<file path="config.mk">
export PLATFORM = sky130hd
export DESIGN_NAME = timer_counter
export DESIGN_NICKNAME = d
export VERILOG_FILES = /design/src/rtl/tc_pkg.sv /design/src/rtl/timer_counter.sv
export SDC_FILE = /design/constraint.sdc
export NUM_CORES = 1
export LEC_CHECK = 0
export CAP_MARGIN = 0
export CORE_ASPECT_RATIO = 0.8
export CORE_MARGIN = 10
export CORE_UTILIZATION = 40
export DETAILED_ROUTE_END_ITERATION = 7
export GPL_ROUTABILITY_DRIVEN = 0
export PLACE_DENSITY_LB_ADDON = 0.3
export SLEW_MARGIN = 20
export SYNTH_ARGS = -nofsm -noshare
export SYNTH_HDL_FRONTEND = slang
export SYNTH_SLANG_ARGS = --single-unit
export TNS_END_PERCENT = 100
</file>
<file path="constraint.sdc">
create_clock -name clk -period 3.5 [get_ports clk]
set_clock_uncertainty 0.05 [all_clocks]
set_input_delay 0.7 -clock clk [delete_from_list [all_inputs] [get_ports clk]]
set_output_delay 0.7 -clock clk [all_outputs]
set_load 0.01 [all_outputs]
</file>
<file path="src/rtl/tc_pkg.sv">
// tc_pkg -- shared definitions for the timer_counter block.
// FSM state encoding, register offsets, CTRL field positions and MODE
// encodings, plus a byte-lane merge helper for partial bus writes.
package tc_pkg;

  typedef enum logic [1:0] {
    ST_IDLE = 2'd0,
    ST_LOAD = 2'd1,
    ST_CNT  = 2'd2,
    ST_INT  = 2'd3
  } tc_state_e;

  // Register offsets, decoded from addr[3:2]
  localparam logic [1:0] REG_CTRL   = 2'b00;
  localparam logic [1:0] REG_PRESET = 2'b01;
  localparam logic [1:0] REG_COUNT  = 2'b10;
  localparam logic [1:0] REG_RSVD   = 2'b11;

  // CTRL field positions
  localparam int CTRL_EN      = 0;
  localparam int CTRL_MODE_LO = 1;
  localparam int CTRL_MODE_HI = 2;
  localparam int CTRL_IM      = 3;

  // MODE encodings; 10 and 11 fall back to one-shot
  localparam logic [1:0] MODE_ONESHOT = 2'b00;
  localparam logic [1:0] MODE_RELOAD  = 2'b01;

  // Replace only the byte lanes whose enable bit is set
  function automatic logic [31:0] byte_merge(input logic [31:0] old,
                                             input logic [31:0] wdata,
                                             input logic [3:0]  be);
    logic [31:0] r;
    r = old;
    for (int i = 0; i < 4; i++)
      if (be[i]) r[8*i +: 8] = wdata[8*i +: 8];
    return r;
  endfunction

endpackage

</file>
<file path="src/rtl/timer_counter.sv">
// timer_counter -- bus-mapped down-counter with interrupt.
// Registers: CTRL (EN/MODE/IM), PRESET, COUNT (read-only), reserved slot.
// Auto-reload mode exists only when TC_AUTORELOAD_EN is defined; otherwise
// MODE is hardwired to one-shot and reads back as 00.
module timer_counter
  import tc_pkg::*;
(
  input  logic        clk,
  input  logic        reset,
  input  logic [31:2] addr,
  input  logic [3:0]  byteen,
  input  logic [31:0] din,
  output logic [31:0] dout,
  output logic        irq
);

  tc_state_e   state;
  logic        en_q, im_q, irq_flag;
  logic [1:0]  mode_q;
  logic [31:0] preset_q, count_q;

  logic        en_d, im_d, flag_d;
  logic [31:0] preset_d, ctrl_rd;
  logic [1:0]  sel;
  logic        wr_ctrl, wr_preset, reload, hit_zero;
  logic        unused_addr;

  assign sel         = addr[3:2];
  assign unused_addr = ^addr[31:4];
  assign wr_ctrl     = (|byteen) && (sel == REG_CTRL);
  assign wr_preset   = (|byteen) && (sel == REG_PRESET);
  // Terminal count: the decrement that would reach (or pass) zero
  assign hit_zero    = (state == ST_CNT) && en_q && (count_q <= 32'd1);

`ifdef TC_AUTORELOAD_EN
  logic [1:0] mode_d;
  assign reload = (mode_q == MODE_RELOAD);

  // MODE register; only present when auto-reload is built in
  always_ff @(posedge clk) begin
    if (reset) mode_q <= MODE_ONESHOT;
    else       mode_q <= mode_d;
  end
`else
  assign reload = 1'b0;
  assign mode_q = MODE_ONESHOT;
`endif

  // Next values of the bus-visible registers; bus writes override FSM side effects
  always_comb begin
    en_d = en_q;
    im_d = im_q;
`ifdef TC_AUTORELOAD_EN
    mode_d = mode_q;
`endif
    // one-shot expiry disarms the timer, unless the bus rewrites CTRL this cycle
    if (state == ST_INT && !reload) en_d = 1'b0;
    if (wr_ctrl && byteen[0]) begin
      en_d = din[CTRL_EN];
      im_d = din[CTRL_IM];
`ifdef TC_AUTORELOAD_EN
      mode_d = din[CTRL_MODE_HI:CTRL_MODE_LO];
`endif
    end
    preset_d = wr_preset ? byte_merge(preset_q, din, byteen) : preset_q;
    // any CTRL/PRESET write acknowledges; auto-reload drops it on leaving INT;
    // a fresh expiry in the same cycle still sets it
    flag_d = irq_flag;
    if (wr_ctrl || wr_preset || (state == ST_INT && reload)) flag_d = 1'b0;
    if (hit_zero) flag_d = 1'b1;
  end

  // FSM, counter and register file; irq is registered from next-state values
  always_ff @(posedge clk) begin
    if (reset) begin
      state    <= ST_IDLE;
      count_q  <= '0;
      en_q     <= 1'b0;
      im_q     <= 1'b0;
      preset_q <= '0;
      irq_flag <= 1'b0;
      irq      <= 1'b0;
    end else begin
      en_q     <= en_d;
      im_q     <= im_d;
      preset_q <= preset_d;
      irq_flag <= flag_d;
      irq      <= flag_d & im_d;
      case (state)
        ST_IDLE: if (en_q) state <= ST_LOAD;
        ST_LOAD: begin
          count_q <= preset_q;
          state   <= ST_CNT;
        end
        ST_CNT: begin
          if (!en_q) state <= ST_IDLE;
          else if (hit_zero) begin
            count_q <= '0;
            state   <= ST_INT;
          end else count_q <= count_q - 32'd1;
        end
        ST_INT:  state <= reload ? ST_LOAD : ST_IDLE;
        default: state <= ST_IDLE;
      endcase
    end
  end

  // Combinational read mux
  always_comb begin
    ctrl_rd = '0;
    ctrl_rd[CTRL_EN] = en_q;
    ctrl_rd[CTRL_MODE_HI:CTRL_MODE_LO] = mode_q;
    ctrl_rd[CTRL_IM] = im_q;
    dout = '0;
    case (sel)
      REG_CTRL:   dout = ctrl_rd;
      REG_PRESET: dout = preset_q;
      REG_COUNT:  dout = count_q;
      REG_RSVD:   dout = '0;
      default:    dout = '0;
    endcase
  end

endmodule

</file>
==> results of run 1 <==
==> placed cells by master (no fill, tap or decap), types with 6 or more instances in the layout <==
cell type / instances
clkdlybuf4s50_1: 71
a21oi_1: 57
o31ai_1: 6
a211oi_1: 22
or4_1: 7
a22o_1: 30
nand3_1: 60
buf_4: 16
o21a_1: 6
nand2_1: 62
o21ai_0: 39
clkbuf_16: 9
a221oi_1: 8
nor3_1: 9
dfxtp_1: 70
nor2b_1: 6
nor2_1: 35
nor4_1: 16
nand4_1: 7
==> critical path, cell delays in order <==
cell	delay, ns
clkdlybuf4s50_1	0.57
nor2b_4	0.31
buf_12	0.21
a22o_1	0.17
clkdlybuf4s50_1	0.54
==> power groups by stage <==
| stage | clock network [mW] | logic [mW] | registers (mW) |
|---|---|---|---|
| 4_1_cts | 0.995 | 0.341 | 0.845 |
| 3_5_place_dp | 0 | 0.339 | 0.862 |
| 3_3_place_gp | 0 | 0.333 | 0.861 |
| 6_report | 0.995 | 0.346 | 0.846 |
| 2_1_floorplan | 0 | 0.216 | 0.846 |
| 5_1_grt | 1.04 | 0.377 | 0.848 |
==> path summary, 6_finish.rpt <==
kind	start	to	slack [ns]	cells after the start
setup / recovery	addr[2]	dout[21]	0.24	5
setup reg to reg	count_q[12]$_SDFFE_PP0P_	count_q[27]$_SDFFE_PP0P_	0.69	6
hold / removal	preset_q[6]$_SDFFE_PP0P_	preset_q[6]$_SDFFE_PP0P_	0.44	2
hold reg to reg	preset_q[6]$_SDFFE_PP0P_	preset_q[6]$_SDFFE_PP0P_	0.44	2
==> sequential cells by signal, indices dropped and copies added (netlist names) <==
signal    flops
irq_flag      1
en_q          1
im_q          1
state         2
irq           1
preset_q     32
count_q      32
==> logic make-up after synthesis <==
group / synth area share, %
xor gates and xnor gates: 1.27
adders and majority gates: 0.602
buffers and inverters: 5.93
muxes: 0.964
DFF: 33.7
AOI/OAI and AO/OA: 29.7
and+or+nand+nor: 27.8
==> metal layers <==
layer	up-vias	wire, µm	share of wire [%]
met4	0	182	1.3
met5	-	0	0
met1	2180	6650	47
met2	229	6110	43
met3	21	1280	9.0
li1	2174	-	-
==> stage by stage <==
stage | utilization (%) | area, µm²
final | 52.2 | 5320
after global routing | 52.2 | 5320
after floorplan | - | 4150
after CTS | 52.2 | 5320
after detailed placement | 49.1 | 5000
after global placement | 49.1 | 5000
==> final cells by class <==
class                      count  area (µm²)
multi-input combinational    428        2520
timing repair buffer          91         896
fill                         990        4880
clock inverter                 5        83.8
sequential                    70        1400
tap                          140         175
clock buffer                  11         233
inverter                       4        15.0
==> flow_summary_export.csv, run 1 <==
group,metric,value,unit
detailed_routing,drt-wirelength-per-cell,19.0,µm
cts,tritoncts,"done",
power,seqPwrFrac,38.7,%
setup_path,crit_fanout,23,
power,p_sw_share,27.0,%
sta,period_minus_slack,3.26,ns
grt,track_usage,18.4,%
grt,top_usage_layer,"met2",
yosys,synth_top_area_share,33.7,%
detailed_routing,vias,4604,
detailed_routing,antenna_left,0,
die,fp.dieH,111,µm
cts,cts.sinks,70,
placement,dp_slack,0.253,ns
yosys,netlist_top_cells_area,"dfxtp_1 34%, nand3_1 7.2%, a21oi_1 6.9%",
yosys,yosysWarnings,0,
setup_path,cp.arrival,2.51,ns
grt,met3_usage,4.21,%
layout,final_cells,749,
sta,final_max_slew_viol_count,0,
sta,hold_viol,0,
power,leakage,1.83,nW
cts,clk_root_buffer_cell,"clkbuf_16",
power,finalPower,2.19,mW
yosys,ys_async_sr_fraction,0,%
cts,cts-hold-fix-buffers,0,
setup_path,required,2.75,ns
die,die-area,0.0149,mm²
cts,cts.path.max_buffers,2,
grt,antenna_found_initial,0,
power,power_density,411,mW/mm²
sta,min_period_over_period,93.3,%
placement,hpwl,9840,µm
grt,grt_use_met2,27.1,%
yosys,ys_seq_area_share,33.7,%
grt,grt_pass1_vias,4361,
sta,setup_violations,0,
cts,cts_resized,0,
layout,drive_above_1_share,7.72,%
die,row_count,33,
power,switching_power,0.590,mW
power,p_int,1.60,mW
sta,max_freq,0.306,GHz
detailed_routing,drcViolationCount,0,
die,core_area,0.0102,mm²
yosys,synth_area,0.00415,mm²
cts,post_cts_buffers,0,
yosys,syn_inst,559,
detailed_routing,routed_wl,14200,µm
detailed_routing,drt-initial-drc-count,599,
yosys,synth.avg_cell_area,7.43,µm²
power,p_clk_share,45.5,%
yosys,yosys.area.top_type,"dfxtp_1",
yosys,ys.flop_type,"dfxtp_1",
grt,grt_overflow,0,
yosys,netlist_top_cells_count,"70 x dfxtp_1, 62 x nand2_1, 60 x nand3_1",
yosys,synth.distinct_cells,48,
job,maxCapViolCount,0,
grt,grt_pass1_wl,22900,µm
grt,grt_start_max_net_pins,44,
detailed_routing,vias_per_cell,6.15,
cts,htree_num_levels,3,
placement,portBuffers,72,
hold_path,hold_class,"reg2reg",
power,vdd_drop_max,0.238,mV
die,io_pins,101,
layout,area_delta_synth_final,28.1,%
yosys,synth_edf_count,0,
die,die-width,134,µm
detailed_routing,dr.pass1.iters,5,
sta,slew_headroom,40.4,%
sta,final.setup.worst_slack,0.236,ns
yosys,synth_nets,629,
setup_path,end_kind,"output pin",
yosys,synth_most_common_cell,"dfxtp_1",
cts,cts_buffers,9,
yosys,ys_ff_latch,70,
sta,worst_slew_pin_slew,0.895,ns
grt,grtUsageMet1,26.1,%
setup_path,worstSetupStartpointType,"input pin",
sta,final.setup.tns,0,ns
placement,dp_cells,733,
cts,clkLatencyLatePin,0.34,ns
layout,n_antenna_cell,0,
power,combPwrFrac,15.8,%
sta,whs,0.436,ns
setup_path,critPathKind,"in2out",
die,start_util,40.7,%
sta,rsz0062_at_grt,"false",
outcome,run_status,"complete, no violations",
cts,path_clk_slew,0.06,ns
layout,nets,674,
Note: power is estimated with default switching activity, not from simulation.
==> inputs of run 2 (changes only) <==
- CTS_BUF_LIST: not set -> sky130_fd_sc_hd__clkbuf_4 sky130_fd_sc_hd__clkbuf_8
- SKIP_LAST_GASP: not set -> 1
==> run 2 against run 1 <==
Utilization is 0.92 points lower. Flip-flop and latch count stayed put. Non-clock buffer count stayed put. Worst setup slack better by 0.0033 ns. First-iteration DRC count is 23% lower. Via count is 1.1% lower. Combinational power hardly changed. Routed wire length is 1.5% lower. Fmax is 0.10% higher. Design area is 1.8% lower. Critical endpoint unchanged.
==> flow_summary_export.csv, run 2 (synthesis results as in run 1) <==
group,metric,value,unit
setup_path,crit_path_top_delay_cell,"clkdlybuf4s50_1",
die,die-width,134,µm
die,core_area,0.0102,mm²
detailed_routing,vias_per_cell,6.08,
power,p_int,1.39,mW
setup_path,path_cells,"clkdlybuf4s50_1, nor2b_4, buf_12, a22o_1, clkdlybuf4s50_1",
setup_path,worstReg2RegStart,"count_q[12]$_SDFFE_PP0P_",
grt,grt_start_max_net_pins,44,
die,row_count,33,
layout,n_antenna_cell,0,
sta,rsz0062_at_grt,"false",
sta,setup_violations,0,
cts,tritoncts,"done",
sta,worst_slew_pin_slew,0.897,ns
grt,grt_pass1_vias,4354,
setup_path,crit_path_frequent_cell,"clkdlybuf4s50_1",
layout,top_regs,"count_q: 32 flops, preset_q: 32 flops, state: 2 flops",
sta,period_minus_slack,3.26,ns
grt,grt_pass1_wl,22600,µm
power,combPwrFrac,17.8,%
detailed_routing,drcViolationCount,0,
setup_path,worstSetupStartpointType,"input pin",
setup_path,path_depth,5,
detailed_routing,routed_wl,14000,µm
setup_path,rr_worst_depth,6,
power,vdd_drop_max,0.209,mV
setup_path,crit_start,"addr[2]",
placement,hpwl,9840,µm
layout,multi_input_area,0.00252,mm²
cts,clkLatencyLatePin,0.35,ns
sta,final.setup.tns,0,ns
layout,nets,674,
power,finalPower,1.93,mW
grt,antenna_found_initial,0,
layout,drive_above_1_share,8.05,%
cts,htree_num_levels,3,
cts,post_cts_buffers,0,
power,p_clk_share,38.5,%
die,die-area,0.0149,mm²
sta,slew_headroom,40.2,%
detailed_routing,drt-wirelength-per-cell,18.7,µm
setup_path,required,2.75,ns
die,io_pins,101,
setup_path,rr_endpoint,"count_q[27]$_SDFFE_PP0P_",
setup_path,setup.worst_path.end,"dout[21]",
setup_path,critPathKind,"in2out",
cts,path_clk_slew,0.08,ns
power,leakage,1.79,nW
sta,max_freq,0.307,GHz
setup_path,r2r_setup_slack,0.71,ns
grt,track_usage,18.2,%
sta,min_period_over_period,93.2,%
die,start_util,40.7,%
power,switching_power,0.546,mW
setup_path,end_kind,"output pin",
outcome,run_status,"complete, no violations",
cts,cts.sinks,70,
layout,final_common_cell,"clkdlybuf4s50_1",
hold_path,hold_class,"reg2reg",
setup_path,cp.arrival,2.51,ns
cts,cts-hold-fix-buffers,0,
layout,final_cell_mix,"71 x clkdlybuf4s50_1, 70 x dfxtp_1, 62 x nand2_1",
cts,cts_resized,0,
sta,final_max_slew_viol_count,0,
cts,cts_buffers,9,
detailed_routing,antenna_left,0,
power,seqPwrFrac,43.7,%
setup_path,crit_fanout,23,
setup_path,crit_path_max_incr_delay,0.57,ns
grt,grt_overflow,0,
detailed_routing,vias,4553,
setup_path,path_delay_family,"buffers and inverters",
detailed_routing,dr.pass1.iters,5,
layout,fillerInstances,994,
sta,hold_viol,0,
power,power_density,370,mW/mm²
die,fp.dieH,111,µm
layout,area_delta_synth_final,25.8,%
cts,cts.path.max_buffers,2,
job,maxCapViolCount,0,
setup_path,worst-path-buf-inv,3,
cts,clk_root_buffer_cell,"clkbuf_8",
detailed_routing,drt-initial-drc-count,464,
power,p_sw_share,28.2,%
placement,portBuffers,72,
layout,ff_latch_area,0.00140,mm²
-- run 2: cell counts in the layout (fill, tap and decap cells not counted) --
Identical to the previous run, type by type.
-- run 2: worst min-delay path by stage --
stage                                    from                         to  slack, ns  cells after the start
detailed placement   preset_q[6]$_SDFFE_PP0P_   preset_q[6]$_SDFFE_PP0P_       0.43                      2
CTS                  preset_q[6]$_SDFFE_PP0P_   preset_q[6]$_SDFFE_PP0P_       0.44                      2
global placement    preset_q[15]$_SDFFE_PP0P_  preset_q[15]$_SDFFE_PP0P_       0.42                      2
global route         preset_q[6]$_SDFFE_PP0P_   preset_q[6]$_SDFFE_PP0P_       0.46                      2
finish               preset_q[6]$_SDFFE_PP0P_   preset_q[6]$_SDFFE_PP0P_       0.44                      2
floorplan           preset_q[10]$_SDFFE_PP0P_  preset_q[10]$_SDFFE_PP0P_       0.40                      2
-- run 2: stage by stage --
step	hold slack (ns)	worst slack, ns	std cells	area (µm²)	utilization (%)
2_1_floorplan	0.396	0.800	559	4150	-
3_3_place_gp	0.421	0.273	733	5000	49.1
3_5_place_dp	0.426	0.253	733	5000	49.1
4_1_cts	0.437	0.244	749	5230	51.2
5_1_grt	0.461	0.203	749	5230	51.2
6_report	0.440	0.240	749	5230	51.2
-- run 2: power by group through the flow --
stage	combinational [mW]	sequential (mW)	clock, mW
2_1_floorplan	0.216	0.846	0
3_3_place_gp	0.333	0.861	0
3_5_place_dp	0.339	0.862	0
4_1_cts	0.341	0.843	0.752
5_1_grt	0.376	0.847	0.794
6_report	0.344	0.845	0.745
-- run 2: layout make-up --
cell class	count	share of cell area, %
multi-input cells	428	48.1
flip-flops and latches	70	26.8
repair buffers	91	17.1
well taps	140	3.35
clock buffers	11	2.66
clock inverters	5	1.60
inverters	4	0.287
-- run 2: per-layer routing --
layer | GRT usage, % | vias up | share of wire [%]
met2 | 26.3 | 202 | 44
met4 | 5.65 | 0 | 0.97
met3 | 4.35 | 18 | 9.1
met5 | 0 | - | 0
li1 | - | 2169 | -
met1 | 25.9 | 2164 | 46
-- run 2: worst reg2reg max path, stage by stage, from the launching register on --
cell and delay, ns:
dfxtp_1 0.39, or4_1 0.62, or4_1 0.65, buf_4 0.23, nor4_1 0.30, xnor2_1 0.13
a2111oi_2 0.34
